## config.mk

```make
export PLATFORM = sky130hd
export DESIGN_NAME = multicycle_controller
export DESIGN_NICKNAME = d
export VERILOG_FILES = /design/src/rtl/multicycle_pkg.sv /design/src/rtl/alu_decoder.sv /design/src/rtl/multicycle_controller.sv
export SDC_FILE = /design/constraint.sdc
export NUM_CORES = 1
export LEC_CHECK = 0
export CORE_MARGIN = 4
export CORE_UTILIZATION = 36
export CTS_CLUSTER_DIAMETER = 200
export DETAILED_ROUTE_END_ITERATION = 8
export PLACE_DENSITY = 0.87
export SETUP_SLACK_MARGIN = 0.02
export SLEW_MARGIN = 20
export SYNTH_ARGS = -nofsm -noshare
export SYNTH_HDL_FRONTEND = slang
export SYNTH_SLANG_ARGS = --single-unit
```

## constraint.sdc

```tcl
create_clock -name clk -period 1.9 [get_ports clk]
set_clock_uncertainty 0.05 [all_clocks]
set_input_delay 0.19 -clock clk [delete_from_list [all_inputs] [get_ports clk]]
set_output_delay 0.19 -clock clk [all_outputs]
set_load 0.05 [all_outputs]
```

## src/rtl/multicycle_pkg.sv

```systemverilog
// Shared encodings for the multicycle RV32I controller: FSM states, opcodes,
// ALU operation codes and datapath select encodings.
// Optional feature macro: MULTICYCLE_BNE_EN (bne shares the BEQ state).
package multicycle_pkg;

    // Main FSM states. Encodings 11..15 are unreachable and recover to FETCH.
    typedef enum logic [3:0] {
        S_FETCH    = 4'd0,
        S_DECODE   = 4'd1,
        S_MEMADR   = 4'd2,
        S_MEMREAD  = 4'd3,
        S_MEMWB    = 4'd4,
        S_MEMWRITE = 4'd5,
        S_EXECUTER = 4'd6,
        S_EXECUTEI = 4'd7,
        S_ALUWB    = 4'd8,
        S_BEQ      = 4'd9,
        S_JAL      = 4'd10
    } statetype;

    // Opcodes (Instr[6:0])
    localparam logic [6:0] OP_LW  = 7'b0000011;
    localparam logic [6:0] OP_SW  = 7'b0100011;
    localparam logic [6:0] OP_R   = 7'b0110011;
    localparam logic [6:0] OP_I   = 7'b0010011;
    localparam logic [6:0] OP_BEQ = 7'b1100011;
    localparam logic [6:0] OP_JAL = 7'b1101111;

    // Branch funct3 values
    localparam logic [2:0] F3_BEQ = 3'b000;
    localparam logic [2:0] F3_BNE = 3'b001;

    // ALUOp: what the main FSM asks of the ALU decoder
    localparam logic [1:0] ALUOP_ADD   = 2'b00;
    localparam logic [1:0] ALUOP_SUB   = 2'b01;
    localparam logic [1:0] ALUOP_FUNCT = 2'b10;

    // ALUControl encodings understood by the datapath ALU
    localparam logic [2:0] ALU_ADD = 3'b000;
    localparam logic [2:0] ALU_SUB = 3'b001;
    localparam logic [2:0] ALU_AND = 3'b010;
    localparam logic [2:0] ALU_OR  = 3'b011;
    localparam logic [2:0] ALU_XOR = 3'b100;
    localparam logic [2:0] ALU_SLT = 3'b101;
    localparam logic [2:0] ALU_SLL = 3'b110;
    localparam logic [2:0] ALU_SRL = 3'b111;

    // Immediate formats
    localparam logic [1:0] IMM_I = 2'b00;
    localparam logic [1:0] IMM_S = 2'b01;
    localparam logic [1:0] IMM_B = 2'b10;
    localparam logic [1:0] IMM_J = 2'b11;

    // ALU source A select
    localparam logic [1:0] SRCA_PC    = 2'b00;
    localparam logic [1:0] SRCA_OLDPC = 2'b01;
    localparam logic [1:0] SRCA_REG   = 2'b10;

    // ALU source B select
    localparam logic [1:0] SRCB_WD   = 2'b00;
    localparam logic [1:0] SRCB_IMM  = 2'b01;
    localparam logic [1:0] SRCB_FOUR = 2'b10;

    // Result select
    localparam logic [1:0] RES_ALUOUT    = 2'b00;
    localparam logic [1:0] RES_DATA      = 2'b01;
    localparam logic [1:0] RES_ALURESULT = 2'b10;

    // Immediate format depends only on the opcode, never on the state.
    function automatic logic [1:0] imm_src_for(input logic [6:0] opcode);
        case (opcode)
            OP_SW:   return IMM_S;
            OP_BEQ:  return IMM_B;
            OP_JAL:  return IMM_J;
            default: return IMM_I;
        endcase
    endfunction

endpackage

```

## src/rtl/alu_decoder.sv

```systemverilog
// ALU decoder: turns the FSM's ALUOp plus funct3/op[5]/funct7b5 into the
// 3-bit ALUControl code. Purely combinational.
module alu_decoder
    import multicycle_pkg::*;
(
    input  logic [1:0] ALUOp,
    input  logic [2:0] funct3,
    input  logic       op5,
    input  logic       funct7b5,
    output logic [2:0] ALUControl
);

    // Select the ALU operation; R-type funct3=000 with funct7b5 set is sub.
    always_comb begin
        // NOTE: a default assignment before the case keeps every path driven, so no latch is inferred.
        ALUControl = ALU_ADD;
        case (ALUOp)
            ALUOP_ADD: ALUControl = ALU_ADD;
            ALUOP_SUB: ALUControl = ALU_SUB;
            ALUOP_FUNCT: begin
                case (funct3)
                    3'b000:  ALUControl = (op5 & funct7b5) ? ALU_SUB : ALU_ADD;
                    3'b001:  ALUControl = ALU_SLL;
                    3'b010:  ALUControl = ALU_SLT;
                    3'b011:  ALUControl = ALU_ADD;
                    3'b100:  ALUControl = ALU_XOR;
                    3'b101:  ALUControl = ALU_SRL;
                    3'b110:  ALUControl = ALU_OR;
                    3'b111:  ALUControl = ALU_AND;
                    default: ALUControl = ALU_ADD;
                endcase
            end
            default: ALUControl = ALU_ADD;
        endcase
    end

endmodule

```

## src/rtl/multicycle_controller.sv

```systemverilog
// Main control FSM for the multicycle RV32I core (lw, sw, R, I, beq, jal).
// Moore FSM: the state register is the only storage; every output is
// combinational from state, op, funct3, funct7b5 and Zero.
// Optional feature macro: MULTICYCLE_BNE_EN - bne (beq opcode, funct3=001)
// also uses the BEQ state and branches when Zero is clear.
module multicycle_controller
    import multicycle_pkg::*;
(
    input  logic       clk,
    input  logic       reset,
    input  logic [6:0] op,
    input  logic [2:0] funct3,
    input  logic       funct7b5,
    input  logic       Zero,
    output logic [1:0] ImmSrc,
    output logic [1:0] ALUSrcA,
    output logic [1:0] ALUSrcB,
    output logic [1:0] ResultSrc,
    output logic       AdrSrc,
    output logic [2:0] ALUControl,
    output logic       IRWrite,
    output logic       PCWrite,
    output logic       RegWrite,
    output logic       MemWrite
);

    statetype   state;
    statetype   next_state;

    logic [1:0] alu_op;
    logic       pc_update;
    logic       branch;
    logic       ir_write_raw;
    logic       reg_write_raw;
    logic       mem_write_raw;
    logic       branch_legal;
    logic       branch_taken;

`ifdef MULTICYCLE_BNE_EN
    assign branch_legal = (funct3 == F3_BEQ) || (funct3 == F3_BNE);
    assign branch_taken = (funct3 == F3_BNE) ? ~Zero : Zero;
`else
    assign branch_legal = (funct3 == F3_BEQ);
    assign branch_taken = Zero;
`endif

    // State register with synchronous reset back to FETCH.
    always_ff @(posedge clk) begin
        // NOTE: sequential state uses non-blocking assignment so every flop samples pre-edge values.
        if (reset) begin
            state <= S_FETCH;
        end else begin
            state <= next_state;
        end
    end

    // Next-state logic; unknown opcodes and stray encodings return to FETCH.
    always_comb begin
        next_state = S_FETCH;
        case (state)
            S_FETCH: next_state = S_DECODE;
            S_DECODE: begin
                case (op)
                    OP_LW, OP_SW: next_state = S_MEMADR;
                    OP_R:         next_state = S_EXECUTER;
                    OP_I:         next_state = S_EXECUTEI;
                    OP_BEQ:       next_state = branch_legal ? S_BEQ : S_FETCH;
                    OP_JAL:       next_state = S_JAL;
                    default:      next_state = S_FETCH;
                endcase
            end
            S_MEMADR:   next_state = (op == OP_LW) ? S_MEMREAD : S_MEMWRITE;
            S_MEMREAD:  next_state = S_MEMWB;
            S_MEMWB:    next_state = S_FETCH;
            S_MEMWRITE: next_state = S_FETCH;
            S_EXECUTER: next_state = S_ALUWB;
            S_EXECUTEI: next_state = S_ALUWB;
            S_ALUWB:    next_state = S_FETCH;
            S_BEQ:      next_state = S_FETCH;
            S_JAL:      next_state = S_ALUWB;
            default:    next_state = S_FETCH;
        endcase
    end

    // Per-state datapath selects and raw enables; unlisted signals stay 0.
    always_comb begin
        ALUSrcA       = SRCA_PC;
        ALUSrcB       = SRCB_WD;
        ResultSrc     = RES_ALUOUT;
        AdrSrc        = 1'b0;
        alu_op        = ALUOP_ADD;
        pc_update     = 1'b0;
        branch        = 1'b0;
        ir_write_raw  = 1'b0;
        reg_write_raw = 1'b0;
        mem_write_raw = 1'b0;
        case (state)
            S_FETCH: begin
                AdrSrc       = 1'b0;
                ir_write_raw = 1'b1;
                ALUSrcA      = SRCA_PC;
                ALUSrcB      = SRCB_FOUR;
                alu_op       = ALUOP_ADD;
                ResultSrc    = RES_ALURESULT;
                pc_update    = 1'b1;
            end
            S_DECODE: begin
                // ALUOut captures OldPC + imm as the branch/jump target.
                ALUSrcA = SRCA_OLDPC;
                ALUSrcB = SRCB_IMM;
                alu_op  = ALUOP_ADD;
            end
            S_MEMADR: begin
                ALUSrcA = SRCA_REG;
                ALUSrcB = SRCB_IMM;
                alu_op  = ALUOP_ADD;
            end
            S_MEMREAD: begin
                ResultSrc = RES_ALUOUT;
                AdrSrc    = 1'b1;
            end
            S_MEMWB: begin
                ResultSrc     = RES_DATA;
                reg_write_raw = 1'b1;
            end
            S_MEMWRITE: begin
                ResultSrc     = RES_ALUOUT;
                AdrSrc        = 1'b1;
                mem_write_raw = 1'b1;
            end
            S_EXECUTER: begin
                ALUSrcA = SRCA_REG;
                ALUSrcB = SRCB_WD;
                alu_op  = ALUOP_FUNCT;
            end
            S_EXECUTEI: begin
                ALUSrcA = SRCA_REG;
                ALUSrcB = SRCB_IMM;
                alu_op  = ALUOP_FUNCT;
            end
            S_ALUWB: begin
                ResultSrc     = RES_ALUOUT;
                reg_write_raw = 1'b1;
            end
            S_BEQ: begin
                ALUSrcA   = SRCA_REG;
                ALUSrcB   = SRCB_WD;
                alu_op    = ALUOP_SUB;
                ResultSrc = RES_ALUOUT;
                branch    = 1'b1;
            end
            S_JAL: begin
                // rd receives OldPC + 4 via ALUOut in the following ALUWB.
                ALUSrcA   = SRCA_OLDPC;
                ALUSrcB   = SRCB_FOUR;
                alu_op    = ALUOP_ADD;
                ResultSrc = RES_ALUOUT;
                pc_update = 1'b1;
            end
            default: begin
                ALUSrcA = SRCA_PC;
            end
        endcase
    end

    // Immediate format is decoded straight from the opcode.
    assign ImmSrc = imm_src_for(op);

    alu_decoder u_alu_decoder (
        .ALUOp      (alu_op),
        .funct3     (funct3),
        .op5        (op[5]),
        .funct7b5   (funct7b5),
        .ALUControl (ALUControl)
    );

    // Reset masks every architectural write so an interrupted instruction
    // cannot leave a partial store or writeback behind.
    assign IRWrite  = ~reset & ir_write_raw;
    assign PCWrite  = ~reset & (pc_update | (branch & branch_taken));
    assign RegWrite = ~reset & reg_write_raw;
    assign MemWrite = ~reset & mem_write_raw;

endmodule
```

==> run summary <==
Total Nets Final = 141
Max Cap Viol = 0
Largest register FFs = 4
Peak supply drop = 0.262 mV
r2r endpoint = state[3]
die width = 45.9 um
Synth top area share = 15.5%
Layout area overhead = 136%
worst setup margin = -0.189 ns
DR pass1 iterations = 4
antenna-violating nets left = 0
input/output buffers = 29
Yosys cell types = 32
Register-to-Register Path Depth = 4
Synth Cell Area = 517 sq um
initial antenna violation count = 0
Syn Nets = 93
first-pass GRT wire length = 3.70 mm
fin crit share = 110%
row count = 13
Slew HR = 71.7%
Worst Path Required = 1.66 ns
Primary FF master, synth = dfxtp_1
WHS Path Cells = 3
worst-path cell chain = nand2b_4 > nor2_4 > buf_4 > inv_2 > ha_2 > buf_6 > nand3b_1 > a21oi_2 > buf_6
Worst-Skew Late Latency = 0.25 ns
Most Frequent Cell on Critical Path = buf_6
largest net degree at the start of global routing = 13
leading cell types in the layout, fill and taps excluded = buf_4 (17), clkdlybuf4s50_1 (13), buf_12 (13)
dpl hpwl = 1.45 mm
sequential-to-total area share from yosys stat = 15.5%
kind of end point of the critical path = primary output
CTS tree = yes
clk slew on worst S/H paths = 0.05 ns
total core area = 0.00133 sq mm
RSZ-0062 raised after global routing = yes
remaining global-route overflow = 0
die span in y = 45.9 um
Avg Vias per Cell = 6.18
worst hold-check path type = in2reg
H-tree Lvls = 1
status = finished with violations
clk buf depth = 2
io pins = 30
post-route cell area = 0.00122 sq mm
clock sink count = 4
DP Worst Slack = -0.0338 ns
share of cells above drive strength 1 = 48.0%
crit path max fanout = 4
GPL Wtd Cong = 0.832
hold buffer count at cts = 0
Hold EP = state[0]
Final setup viols = 4
most common cell after layout, fill and taps aside = buf_4
Post-synth EDFFs = 0
Slew Viols, Final = 0
failing checks = setup timing
cell accounting for the most synthesized area = dfxtp_1
synthesized area per cell = 6.71 sq um
WL per Instance = 18.4 um
R2R Path Start = state[3]
CTS Buf Count = 3
Placed Area = 0.00112 sq mm
Synth async-reset ratio = 0%
vias in the first global route = 827
Die ar. = 0.00211 sq mm
initial DRC count = 66
root cell of the clock tree = clkbuf_4
biggest regs = state: 4 flops
worst hold start = reset
Worst-Margin Slew = 0.424 ns
synth top area cells = dfxtp_1 (15%), nor3_1 (9.7%), nor2_1 (8.7%)
Remaining DRCs = 0
worst reg-to-reg setup slack = 0.22 ns
Largest Register = state
critical path arrival = 1.85 ns
Pwr Density = 327 mW/mm^2
Initial Util = 38.7%
hold_ws = 0.639 ns
Final Power = 0.000398 W
Largest stage delay, worst path = 0.40 ns
clock period minus worst slack = 2.09 ns
Slowest-stage cell, CP = dfxtp_1
Synth Register Bits = 4
final hold violation count = 0
Routed WL = 2.55 mm
Total GRT Usage = 24.6%
Cells after Synth = 77
Startpoint Class = register
synth warn = 0
vias = 853
P_leak = 0.473 nW
fin util = 91.5%
WS Path Type = reg2out
Achievable Freq = 0.479 GHz
Antenna diodes = 0
[area by class of cell]
type | instances | area [sq um]
timing repair buffer | 47 | 563
inverter | 5 | 18.8
tap | 15 | 18.8
fill | 58 | 114
sequential | 4 | 81.3
clock buffer | 3 | 22.5
multi-input combinational | 64 | 515
[power by group]
part	internal, W	switching [W]	leakage [nW]	total, W
clock network	0.0000714	0.0000458	0.0138	0.000117
logic	0.0000919	0.000101	0.426	0.000193
registers	0.0000862	0.00000242	0.0331	0.0000886
total	0.000249	0.000149	0.473	0.000398
[metrics by stage]
stage	setup TNS, ns	std cells
finish	-0.518	138
global route	-0.673	138
CTS	-0.286	138
detailed placement	-0.0338	132
global placement	0	132
floorplan	-0.396	77
[cells by family after synthesis]
logic type	synth area share (%)
AOI/OAI and AO/OA	20.3
buffers and inverters	8.72
and+or+nand+nor	45.3
muxes	1.94
DFF	15.5
adders and majority gates	4.84
xor gates and xnor gates	3.39
[worst max-delay path: cells and delay by family, from the launching register on]
family | cells | cell delay (ns)
AOI/OAI and AO/OA | 1 | 0.20
buffers and inverters | 4 | 0.47
DFF | 1 | 0.40
adders and majority gates | 1 | 0.19
and+or+nand+nor | 3 | 0.33
[worst max path at each step]
stage	start	to	slack, ns	depth (start not counted)
after global routing	state[1]	ALUControl[0]	-0.24	9
after detailed placement	op[2]	ImmSrc[0]	-0.03	5
final	state[1]	ALUControl[0]	-0.19	9
after floorplan	state[1]	PCWrite	-0.19	5
after CTS	state[3]	ALUControl[2]	-0.13	6
after global placement	op[2]	ImmSrc[0]	0.05	5
[cells in the mapped netlist, drive strengths merged (2+ instances only)]
master and instances:
a21oi 6, buf 2, clkbuf 2, dfxtp 4, ha 2, inv 5
nand2 3, nand2b 2, nand3b 4, nor2 12, nor2b 2, nor3 10
nor4bb 2, o21ai 5
[per-layer routing]
layer	up-vias	GRT usage [%]	wire [um]
met5	-	0	0
met4	0	14.8	112
met3	16	2.37	200
met2	73	47.3	1310
met1	392	24.6	928
li1	372	-	-
[what timing repair did]
item                       CTS  global route
setup endpoints to repair    4             6
resized for setup            9             5
pin swaps                    2             2
setup buffers                3             0
(Power assumes the default switching activity.)
